## src/rtl/seq_pattern_tx.sv

```systemverilog
// rtl/seq_pattern_tx.sv - LSB-first serial word transmitter with overlapping pattern match counter
module seq_pattern_tx #(
  parameter int              WIDTH   = 16,
  parameter int              PLEN    = 4,
  parameter logic [PLEN-1:0] PATTERN = 4'b0110,
  parameter int              CNT_W   = 8
) (
  input  logic             clk,
  input  logic             reset,
  input  logic             load,
  input  logic [WIDTH-1:0] data,
  input  logic             clear_cnt,
  output logic             ready,
  output logic             dout,
  output logic             dout_valid,
  output logic             done,
  output logic [CNT_W-1:0] match_cnt
);

  localparam int BCW = (WIDTH > 1) ? $clog2(WIDTH) : 1;
  localparam int HVW = $clog2(PLEN);

  typedef enum logic {
    IDLE  = 1'b0,
    SHIFT = 1'b1
  } state_t;

  state_t           state_q, state_d;
  logic [WIDTH-1:0] shreg_q, shreg_d;
  logic [BCW-1:0]   bit_cnt_q, bit_cnt_d;
  logic             ready_q, ready_d;
  logic             dout_q, dout_d;
  logic             valid_q, valid_d;
  logic             done_q, done_d;
  logic [CNT_W-1:0] cnt_q, cnt_d;
  logic [PLEN-2:0]  hist_q, hist_d;
  logic [HVW-1:0]   hv_q, hv_d;

  // Current bit appended to the history, oldest bit in the MSB.
  logic [PLEN-1:0]  window;
  logic             match;

  // Transmit FSM: capture on load, then present one bit per cycle and pulse done on return to idle.
  always_comb begin
    state_d   = state_q;
    shreg_d   = shreg_q;
    bit_cnt_d = bit_cnt_q;
    ready_d   = ready_q;
    dout_d    = dout_q;
    valid_d   = valid_q;
    done_d    = 1'b0;
    case (state_q)
      IDLE: begin
        ready_d = 1'b1;
        dout_d  = 1'b0;
        valid_d = 1'b0;
        if (load) begin
          shreg_d   = data >> 1;
          dout_d    = data[0];
          valid_d   = 1'b1;
          ready_d   = 1'b0;
          bit_cnt_d = '0;
          state_d   = SHIFT;
        end
      end
      SHIFT: begin
        if (bit_cnt_q == BCW'(WIDTH - 1)) begin
          state_d = IDLE;
          ready_d = 1'b1;
          valid_d = 1'b0;
          dout_d  = 1'b0;
          done_d  = 1'b1;
        end else begin
          dout_d    = shreg_q[0];
          shreg_d   = shreg_q >> 1;
          bit_cnt_d = bit_cnt_q + BCW'(1);
        end
      end
      default: state_d = IDLE;
    endcase
  end

  // Pattern history and saturating match count; clear wins over a same-cycle match.
  always_comb begin
    window = {hist_q, dout_q};
    match  = valid_q && (hv_q == HVW'(PLEN - 1)) && (window == PATTERN);
    hist_d = hist_q;
    hv_d   = hv_q;
    cnt_d  = cnt_q;
    if (clear_cnt) begin
      hist_d = '0;
      hv_d   = '0;
      cnt_d  = '0;
    end else if (valid_q) begin
      hist_d = window[PLEN-2:0];
      if (hv_q != HVW'(PLEN - 1)) begin
        hv_d = hv_q + HVW'(1);
      end
      if (match && (cnt_q != {CNT_W{1'b1}})) begin
        cnt_d = cnt_q + CNT_W'(1);
      end
    end
  end

  // State register with synchronous reset; reset aborts any word in flight.
  always_ff @(posedge clk) begin
    if (reset) begin
      state_q   <= IDLE;
      shreg_q   <= '0;
      bit_cnt_q <= '0;
      ready_q   <= 1'b1;
      dout_q    <= 1'b0;
      valid_q   <= 1'b0;
      done_q    <= 1'b0;
      cnt_q     <= '0;
      hist_q    <= '0;
      hv_q      <= '0;
    end else begin
      state_q   <= state_d;
      shreg_q   <= shreg_d;
      bit_cnt_q <= bit_cnt_d;
      ready_q   <= ready_d;
      dout_q    <= dout_d;
      valid_q   <= valid_d;
      done_q    <= done_d;
      cnt_q     <= cnt_d;
      hist_q    <= hist_d;
      hv_q      <= hv_d;
    end
  end

  assign ready      = ready_q;
  assign dout       = dout_q;
  assign dout_valid = valid_q;
  assign done       = done_q;
  assign match_cnt  = cnt_q;

endmodule

```

## config.mk

```make
export PLATFORM = sky130hd
export DESIGN_NAME = seq_pattern_tx
export DESIGN_NICKNAME = d
export VERILOG_FILES = /design/src/rtl/seq_pattern_tx.sv
export SDC_FILE = /design/constraint.sdc
export NUM_CORES = 1
export LEC_CHECK = 0
export CORE_UTILIZATION = 50
export DETAILED_ROUTE_END_ITERATION = 8
export GPL_TIMING_DRIVEN = 0
export PLACE_DENSITY = 0.85
export SETUP_SLACK_MARGIN = 0.02
export SYNTH_ARGS = -nofsm -noshare
export SYNTH_HDL_FRONTEND = slang
export SYNTH_SLANG_ARGS = --single-unit
```

## constraint.sdc

```tcl
create_clock -name clk -period 2.17 [get_ports clk]
set_input_delay 0.434 -clock clk [delete_from_list [all_inputs] [get_ports clk]]
set_output_delay 0.434 -clock clk [all_outputs]
set_load 0.02 [all_outputs]
```

# ---- After elaboration in Yosys (flattened, before gate mapping)
# Index checks and enable logic that the tools add are counted.
dict set report word_totals {
  register_bits 38
  inputBits 20
  out_inout_bits 12
  elab_cells 48
}
dict set report op_classes {
  addsub 3
  n_eq_ne 8
  n_mux 18
  bitwise_logic 1
  n_reduce_logical 8
}
# cell count
set ops {}
lappend ops {{$mux W16} 2}
lappend ops {{$pmux W16 S2} 1}
lappend ops {{$add A8 B1 Y8 const B} 1}
lappend ops {{$mux W1} 8}
lappend ops {{$mux W4} 2}
lappend ops {{$ne A8 B8 Y1 const B} 1}
lappend ops {{$pmux W1 S2} 4}
lappend ops {{$pmux W4 S2} 1}
lappend ops {{$ne A2 B2 Y1 const B} 3}
lappend ops {{$reduce_and A2 Y1} 3}
lappend ops {{$add A4 B1 Y4 const B} 1}
lappend ops {{$eq A4 B3 Y1 const B} 1}
lappend ops {{$eq A4 B4 Y1 const B} 1}
lappend ops {{$reduce_or A2 Y1} 2}
lappend ops {{$logic_and A1 B1 Y1} 3}
lappend ops {{$add A2 B1 Y2 const B} 1}
lappend ops {{$eq A2 B2 Y1 const B} 1}
lappend ops {{$ne A2 B1 Y1 const B} 1}
lappend ops {{$not A1 Y1} 1}

# ---- Depth between registers and ports, before layout
# Gate-level depths: netlist of run 1.
dict set report logic_depth {
  depth_word 5
  depth_mapped 7
  ltp_nobuf 5
}

# ---- Worst setup path before layout of run 1
# Ideal clock, no wire load.
dict set report synth_path {
  path_kind {register to register}
  startpoint {register hv_q[0]}
  endpoint {register cnt_q[4], in the netlist match_cnt[4]}
  setup_ns 0.071
  arrival_ns 1.499
  required_ns 2.099
  setup_slack_ns 0.601
  path_stages_with_launch 6
  path_buffers 0
  period_less_slack_ns 1.569
  cell_sequence {dfxtp_1 -> ha_1 -> and4bb_1 -> nand4_2 -> or4_1 -> a21oi_1}
}
dict set report synth_between {
  elab_chain_len 5
}
# element line_no
set synth_rtl {}
lappend synth_rtl {{start: declaration} 37} ;# logic [HVW-1:0] hv_q, hv_d;
lappend synth_rtl {{start signal: assignment} 128} ;# hv_q <= hv_d;
lappend synth_rtl {{$eq A2 B2 Y1} 86} ;# match = valid_q && (hv_q == HVW'(PLEN - 1)) && (window == PATTERN);
lappend synth_rtl {{$logic_and A1 B1 Y1 (2 in series)} 86}
lappend synth_rtl {{$logic_and A1 B1 Y1} 99} ;# if (match && (cnt_q != {CNT_W{1'b1}})) begin
lappend synth_rtl {{$reduce_and A2 Y1 (no source line)} n/a}
lappend synth_rtl {{end signal: assignment} 126} ;# cnt_q <= cnt_d;
lappend synth_rtl {{end: declaration} 35} ;# logic [CNT_W-1:0] cnt_q, cnt_d;
# Every way passes these cells.
# A chain may end at the register's enable or synchronous reset.

# ---- Final worst setup path of run 1
dict set report layout_path {
  startpoint {register cnt_q[2], in the netlist match_cnt[2]}
  endpoint {output port match_cnt[2]}
}
# element line_no
set layout_lines {}
lappend layout_lines {{end: declaration} 17} ;# output logic [CNT_W-1:0] match_cnt
# No word-level cell between the ends.

==> results of run 1 <==
cell usage in the layout, fill, tap and decap left out, types with 2 or more instances in the layout:
cell type / synthesis / layout
a21o_1: 2 / 2
a21oi_1: 9 / 9
buf_2: 5 / 5
clkbuf_1: 3 / 4
clkbuf_4: 0 / 5
clkdlybuf4s50_1: 0 / 31
dfxtp_1: 37 / 37
ha_1: 3 / 3
mux2i_1: 19 / 19
nand2_1: 6 / 6
nand2b_1: 2 / 2
nand3_1: 11 / 11
nand4_1: 2 / 2
nor2_1: 11 / 11
nor2b_1: 2 / 2
nor4_1: 2 / 2
o21ai_0: 3 / 3
o2bb2ai_1: 14 / 14
o311ai_0: 2 / 2
o31ai_1: 2 / 2
o41ai_1: 2 / 2
or3_1: 4 / 4
or4_1: 2 / 2
kinds of logic after synthesis:
logic type,synth area share (%)
and+or+nand+nor,18.9
DFF,47.0
AOI/OAI and AO/OA,16.6
muxes,12.1
buffers and inverters,2.54
adders and majority gates,2.38
xor gates and xnor gates,0.556
worst max-delay path by stage:
stage / start / end / slack [ns]
after floorplan: hv_q[0] / match_cnt[4] / 0.60
final: match_cnt[2] / match_cnt[2] / 0.31
after global placement: reset / hist_q[2] / 0.09
after detailed placement: reset / hist_q[0] / 0.03
after global routing: match_cnt[2] / match_cnt[2] / 0.25
after CTS: match_cnt[2] / match_cnt[2] / 0.30
per-layer routing:
metal  global-route usage [%]  vias to the layer above
met5                        0                        -
met4                     10.2                        0
met3                     4.02                        5
met2                     36.1                       50
met1                     24.4                      634
li1                         -                      670
sequential cells by signal (all words and copies together), names as in the netlist:
signal / count
hv_q: 2
match_cnt: 8
state_q: 1
ready: 1
shreg_q: 15
dout: 1
dout_valid: 1
hist_q: 3
bit_cnt_q: 4
done: 1
metrics by stage:
stage          area, um^2  hold WS (ns)  instances  power [mW]  utilization (%)
6_report             2000         0.474        239        1.25             66.0
4_1_cts              2000         0.472        239        1.26             66.0
3_5_place_dp         1940         0.446        232       0.907             64.1
3_3_place_gp         1940         0.435        232       0.899             64.1
5_1_grt              2000         0.494        239        1.31             66.0
2_1_floorplan        1580         0.432        157       0.839                -
power by group:
| part | switching, mW | internal, mW | leakage [nW] |
|---|---|---|---|
| logic | 0.0777 | 0.0843 | 0.369 |
| clock network | 0.202 | 0.153 | 0.0314 |
| registers | 0.0181 | 0.711 | 0.302 |
final cells by class:
| cell class | count | area [um^2] | share of cell area [%] |
|---|---|---|---|
| sequential | 37 | 741 | 37.1 |
| buffer | 8 | 36.3 | 1.82 |
| multi-input combinational | 111 | 796 | 39.8 |
| clock buffer | 7 | 55.1 | 2.76 |
| inverter | 1 | 3.75 | 0.188 |
| tap | 44 | 55.1 | 2.76 |
| timing repair buffer | 31 | 310 | 15.5 |
==> impl_metrics.json, run 1 <==
{
  "yosysTopAreaCellShare_pct": 47.0,
  "tritoncts": "done",
  "grt_antenna_before_repair": 0,
  "ys_warn_count": 0,
  "vias_per_cell": 5.69,
  "ff2ff_path_depth": 6,
  "fin_skew_ns": 0.00584,
  "maxSlewViolCount": 0,
  "layout.nets": 218,
  "numCtsBuffers": 5,
  "fmax_ghz": 0.537,
  "min_from": "shreg_q[8]",
  "io_buffers": 31,
  "rsz0062_at_grt": "false",
  "cpLargestDelayFamily": "buffers and inverters",
  "cts-root-buf": "clkbuf_4",
  "boundaryPins": 32,
  "tns_ns": 0,
  "routed-via-count": 1359,
  "netlist_top_cells_count": "37 x dfxtp_1, 19 x mux2i_1, 14 x o2bb2ai_1",
  "r2r_start": "bit_cnt_q[0]",
  "dr.pass1.iters": 4,
  "r2r_end": "shreg_q[5]",
  "crit_chain": "clkdlybuf4s50_1",
  "min_period_over_period_pct": 85.8,
  "hp-class": "register to register",
  "synth_edf_count": 0,
  "dp_slack_ns": 0.0297,
  "setup_viol": 0,
  "ctsHtreeMaxLevel": 2,
  "synthToLayoutAreaGrowth_pct": 26.7,
  "slowest_delay_ns": 0.65,
  "drc": 0,
  "avgSynthCellArea_um2": 10.0,
  "wl_met1_um": 1390,
  "powerDensity_nw_per_um2": 624,
  "num_rows": 20,
  "p_leak_nw": 0.702,
  "synth.most_common_cell": "dfxtp_1",
  "async_flop_share_pct": 0,
  "die_w_um": 58.2,
  "synthTopCellsByArea": "dfxtp_1 47%, mux2i_1 12%, o2bb2ai_1 7.8%",
  "cts.path.max_buffers": 2,
  "dieHeight_um": 58.2,
  "cts_hold_buf": 0,
  "cp_max_fo": 8,
  "dr_wl_met3_um": 139,
  "worstSetupPathDepth": 1,
  "crit_type": "register to primary output",
  "grtUsageTotal_pct": 20.8,
  "yosysSeqAreaShare_pct": 47.0,
  "gp_congestion": 0.770,
  "dpl.hpwl_um": 2380,
  "cts_resized": 0,
  "antennaDiodeCount": 0,
  "startpoint_type": "register",
  "cts_setup_buffers": 0,
  "ant_nets": 0,
  "crit_buf_inv": 1,
  "hold_end": "shreg_q[8]",
  "end_kind": "primary output",
  "rrSetupSlack_ns": 0.37,
  "crit_required_ns": 1.74,
  "min_path_cells": 1,
  "start_util_pct": 52.1,
  "clk_pin_slew_worst_paths_ns": 0.10,
  "grt_pass1_vias": 1290,
  "hold_viol_final": 0,
  "cp_slowest_cell": "clkdlybuf4s50_1",
  "wl_per_cell_um": 13.5,
  "synthCells": 157,
  "setup_ws_ns": 0.308,
  "synth_area_leader_cell": "dfxtp_1",
  "status": "completed",
  "clk_latency_ns": 0.32,
  "overflow": 0,
  "synthFlopType": "dfxtp_1",
  "synth_fp_nets": 180,
  "clock_sinks": 37,
  "fp.dieArea_um2": 3380,
  "worstMarginPinSlew_ns": 0.462,
  "wirelength_um": 3240,
  "routed.top_layer": "met4",
  "grt_pass1_wl_um": 5420,
  "drv_cap": 0,
  "drt_first_iter_violations": 45,
  "cp.arrival_ns": 1.43,
  "core_area_um2": 3030,
  "drive_above_1_share_pct": 7.69,
  "synth_seq_cells": 37,
  "grt_max_degree": 11,
  "ys_types": 35,
  "period_minus_slack_ns": 1.86,
  "syn_area_um2": 1580,
  "irDropWorstVdd_mv": 0.385,
  "wl_met2_um": 1680,
  "maxSlewHeadroom_pct": 69.2,
  "fill_cells": 248
}
Note: power is estimated with default switching activity, not from simulation.
==> inputs of run 2 (changes only) <==
--- a/config.mk
+++ b/config.mk
@@ -5,6 +5,7 @@
 export SDC_FILE = /design/constraint.sdc
 export NUM_CORES = 1
 export LEC_CHECK = 0
+export CORE_ASPECT_RATIO = 0.5
 export CORE_UTILIZATION = 50
 export DETAILED_ROUTE_END_ITERATION = 8
 export GPL_TIMING_DRIVEN = 0
==> impl_metrics.json, run 2 (synthesis gave the netlist of run 1 again) <==
{
  "path_common_cell": "clkbuf_1",
  "ff2ff_path_depth": 5,
  "slowest_delay_ns": 0.51,
  "num_rows": 13,
  "setup_viol": 0,
  "start_util_pct": 56.7,
  "cts_resized": 0,
  "grtUsageTotal_pct": 21.3,
  "overflow": 0,
  "startpoint_type": "primary input",
  "clock_sinks": 37,
  "final_area_um2": 2020,
  "cts-root-buf": "clkbuf_8",
  "grt_pass1_wl_um": 5400,
  "clk_latency_ns": 0.29,
  "tns_ns": 0,
  "min_period_over_period_pct": 84.4,
  "top_register": "shreg_q",
  "irDropWorstVdd_mv": 0.445,
  "powerDensity_nw_per_um2": 678,
  "fin_skew_ns": 0.00566,
  "grt_antenna_before_repair": 0,
  "wl_per_cell_um": 13.9,
  "antennaDiodeCount": 0,
  "multi_input_area_um2": 796,
  "core_area_um2": 2780,
  "hold_viol_final": 0,
  "status": "completed",
  "dpl.hpwl_um": 2220,
  "cts_hold_buf": 0,
  "fmax_ghz": 0.546,
  "drive_above_1_share_pct": 7.69,
  "crit_chain": "clkdlybuf4s50_1 > clkbuf_1 > or2_1 > clkbuf_1 > nor2_1",
  "min_from": "ready",
  "final_common_cell": "dfxtp_1",
  "ant_nets": 0,
  "cts_setup_buffers": 0,
  "min_path_cells": 1,
  "vias_per_cell": 5.74,
  "worstMarginPinSlew_ns": 0.451,
  "die_w_um": 81.4,
  "period_minus_slack_ns": 1.83,
  "crit_required_ns": 2.33,
  "gp_congestion": 0.803,
  "fp.dieArea_um2": 3400,
  "layout.nets": 218,
  "ctsHtreeMaxLevel": 2,
  "final_cell_mix": "37 x dfxtp_1, 31 x clkdlybuf4s50_1, 19 x mux2i_1",
  "drc": 0,
  "crit_type": "primary input to register",
  "placed_area_um2": 1930,
  "r2r_end": "match_cnt[3]",
  "hp-class": "register to register",
  "maxSlewViolCount": 0,
  "tritoncts": "done",
  "regArea_um2": 741,
  "fill_cells": 219,
  "largest_reg_flops": 15,
  "clk_pin_slew_worst_paths_ns": 0.07,
  "rrSetupSlack_ns": 0.42,
  "rsz0062_at_grt": "false",
  "hold_end": "ready",
  "io_buffers": 31,
  "cp_slowest_cell": "clkdlybuf4s50_1",
  "boundaryPins": 32,
  "cts.path.max_buffers": 2,
  "grt_max_degree": 11,
  "maxSlewHeadroom_pct": 69.9,
  "dieHeight_um": 41.7,
  "grt_pass1_vias": 1249,
  "synthToLayoutAreaGrowth_pct": 28.1,
  "r2r_start": "hv_q[0]",
  "cp_max_fo": 10,
  "dr.pass1.iters": 4,
  "numCtsBuffers": 5,
  "drv_cap": 0,
  "drt_first_iter_violations": 45,
  "end_kind": "register",
  "wirelength_um": 3230,
  "p_leak_nw": 0.715,
  "cp.arrival_ns": 2.00,
  "routed-via-count": 1332
}
==> run 2: layer usage <==
metal  part of all wire (%)  global-route usage (%)  wire length, um
met4                    1.1                    9.29               36
met2                     46                    33.3             1480
met3                    4.4                    6.15              142
met5                      0                       0                0
met1                     49                    27.2             1570
==> run 2: final cells by class <==
type / count / share of cell area, %
multi-input combinational: 111 / 39.4
inverter: 1 / 0.186
tap: 37 / 2.29
timing repair buffer: 31 / 15.4
clock buffer: 7 / 4.28
buffer: 8 / 1.80
sequential: 37 / 36.7
==> run 2: how the worst max path moves through the flow <==
stage                   end    startpoint  slack (ns)  cells past startpoint
4_1_cts        match_cnt[2]  match_cnt[2]        0.35                      1
5_1_grt           hist_q[1]         reset        0.22                      5
3_3_place_gp      hist_q[2]         reset        0.06                      5
2_1_floorplan  match_cnt[4]       hv_q[0]        0.60                      5
3_5_place_dp      hist_q[0]         reset        0.06                      5
6_report          hist_q[0]         reset        0.34                      5
==> run 2: stage by stage <==
step	setup WS (ns)	power (mW)	hold WS [ns]	utilization (%)	instances
floorplan	0.601	0.839	0.432	-	157
global placement	0.0622	0.901	0.435	69.5	225
detailed placement	0.0550	0.906	0.439	69.5	225
CTS	0.353	1.38	0.454	72.6	232
global route	0.222	1.43	0.476	72.6	232
finish	0.339	1.37	0.451	72.6	232
==> run 2: report_power, final <==
part / leakage, nW / internal [mW] / switching [mW] / total [mW]
combinational: 0.369 / 0.0841 / 0.0779 / 0.162
clock: 0.0443 / 0.252 / 0.226 / 0.478
sequential: 0.302 / 0.712 / 0.0174 / 0.729
==> run 2: worst max-delay path, delay by kind of cell <==
kind	cells	cell delay [ns]
buf+inv	3	1.24
simple gates	2	0.32
==> inputs of run 3 (changes only) <==
==> constraint.sdc (replaced) <==
create_clock -name clk -period 1.75 [get_ports clk]
set_input_delay 0.35 -clock clk [delete_from_list [all_inputs] [get_ports clk]]
set_output_delay 0.35 -clock clk [all_outputs]
set_load 0.02 [all_outputs]
==> impl_metrics.json, run 3 (synthesis gave the netlist of run 1 again) <==
{
  "dp_slack_ns": -0.281,
  "fill_cells": 207,
  "irDropWorstVdd_mv": 0.562,
  "hold_viol_final": 0,
  "fp.dieArea_um2": 3400,
  "maxSlewHeadroom_pct": 69.8,
  "largest_reg_flops": 15,
  "drv_cap": 0,
  "synthToLayoutAreaGrowth_pct": 33.6,
  "status": "completed",
  "fin_skew_ns": 0.00452,
  "num_rows": 13,
  "crit_required_ns": 1.97,
  "crit_chain": "ha_2 > and4bb_2 > nand3_4 > or4_1 > a21oi_2",
  "cp.arrival_ns": 1.90,
  "routed-via-count": 1352,
  "cts.path.max_buffers": 2,
  "layout.nets": 222,
  "cpLargestDelayFamily": "simple AND/OR/NAND/NOR gates",
  "period_minus_slack_ns": 1.68,
  "startpoint_type": "register",
  "cts-root-buf": "clkbuf_8",
  "dieHeight_um": 41.7,
  "slowest_delay_ns": 0.55,
  "dpl.hpwl_um": 2220,
  "maxSlewViolCount": 0,
  "io_buffers": 31,
  "overflow": 0,
  "powerDensity_nw_per_um2": 811,
  "setup_viol": 0,
  "end_kind": "register",
  "dr.pass1.iters": 4,
  "final_cell_mix": "35 x dfxtp_1, 25 x clkdlybuf4s50_1, 19 x mux2i_1",
  "crit_type": "register to register",
  "clk_pin_slew_worst_paths_ns": 0.07,
  "fmax_ghz": 0.594,
  "grt_pass1_vias": 1249,
  "hp-class": "register to register",
  "die_w_um": 81.4,
  "tns_ns": 0,
  "numCtsBuffers": 5,
  "tritoncts": "done",
  "gp_congestion": 0.803,
  "drive_above_1_share_pct": 14.1,
  "p_leak_nw": 0.827,
  "holdWs_ns": 0.452,
  "min_period_over_period_pct": 96.3,
  "rsz0062_at_grt": "true",
  "grt_pass1_wl_um": 5400,
  "top_register": "shreg_q",
  "cp_max_fo": 8,
  "start_util_pct": 56.7,
  "fin_total_pwr_mw": 1.71,
  "boundaryPins": 32,
  "placed_area_um2": 1930,
  "antennaDiodeCount": 0,
  "vias_per_cell": 5.73,
  "setup_ws_ns": 0.0653,
  "grt_antenna_before_repair": 0,
  "drt_first_iter_violations": 45,
  "grt_max_degree": 11,
  "clk_latency_ns": 0.28,
  "final_area_um2": 2110,
  "crit_buf_inv": 0,
  "ant_nets": 0,
  "cp_slowest_cell": "or4_1",
  "worstMarginPinSlew_ns": 0.453,
  "ctsHtreeMaxLevel": 2,
  "core_area_um2": 2780,
  "drc": 0,
  "grtUsageTotal_pct": 21.3,
  "wirelength_um": 3320,
  "final_common_cell": "dfxtp_1",
  "clock_sinks": 37,
  "wl_per_cell_um": 14.1
}
## run 3: worst reg2reg max path, cell delays in order (launching register included)
cell and delay, ns:
dfxtp_2 0.34, ha_2 0.17, and4bb_2 0.31, nand3_4 0.13, or4_1 0.55, a21oi_2 0.13
## run 3: area by class of cell
cell class	count	area [um^2]	share of cell area, %
Buffer	7	38.8	1.84
Clock buffer	7	86.3	4.10
Inverter	1	3.75	0.178
Multi-Input combinational cell	111	832	39.5
Sequential cell	37	743	35.3
Tap cell	37	46.3	2.20
Timing Repair Buffer	36	355	16.9
## run 3: path summary, 6_finish.rpt
check	startpoint	end	slack (ns)	cells past startpoint
max	hv_q[0]	match_cnt[3]	0.07	5
min	ready	ready	0.45	1
max reg2reg	hv_q[0]	match_cnt[3]	0.07	5
min reg2reg	ready	ready	0.45	1
## run 3: metal layers
layer | track usage (%) | part of all wire [%] | vias to the layer above
met4 | 9.29 | 0.60 | 0
met1 | 27.2 | 47 | 637
met2 | 33.3 | 48 | 37
met3 | 6.15 | 4.9 | 3
li1 | - | - | 675
met5 | 0 | 0 | -
## run 3: through the flow
| stage | instances | util, % |
|---|---|---|
| 3_5_place_dp | 225 | 69.5 |
| 5_1_grt | 236 | 75.7 |
| 2_1_floorplan | 157 | - |
| 6_report | 236 | 75.7 |
| 4_1_cts | 232 | 72.6 |
| 3_3_place_gp | 225 | 69.5 |
## run 3: power breakdown
part	leakage, nW	switching [mW]	internal [mW]
combinational	0.480	0.101	0.110
clock	0.0443	0.279	0.312
sequential	0.303	0.0220	0.882
total	0.827	0.402	1.30
## run 3: timing repair
item,CTS,global route
pin swaps,0,4
hold buffers,0,0
buffers inserted,0,5
resized for setup,4,17
setup endpoints to repair,14,21
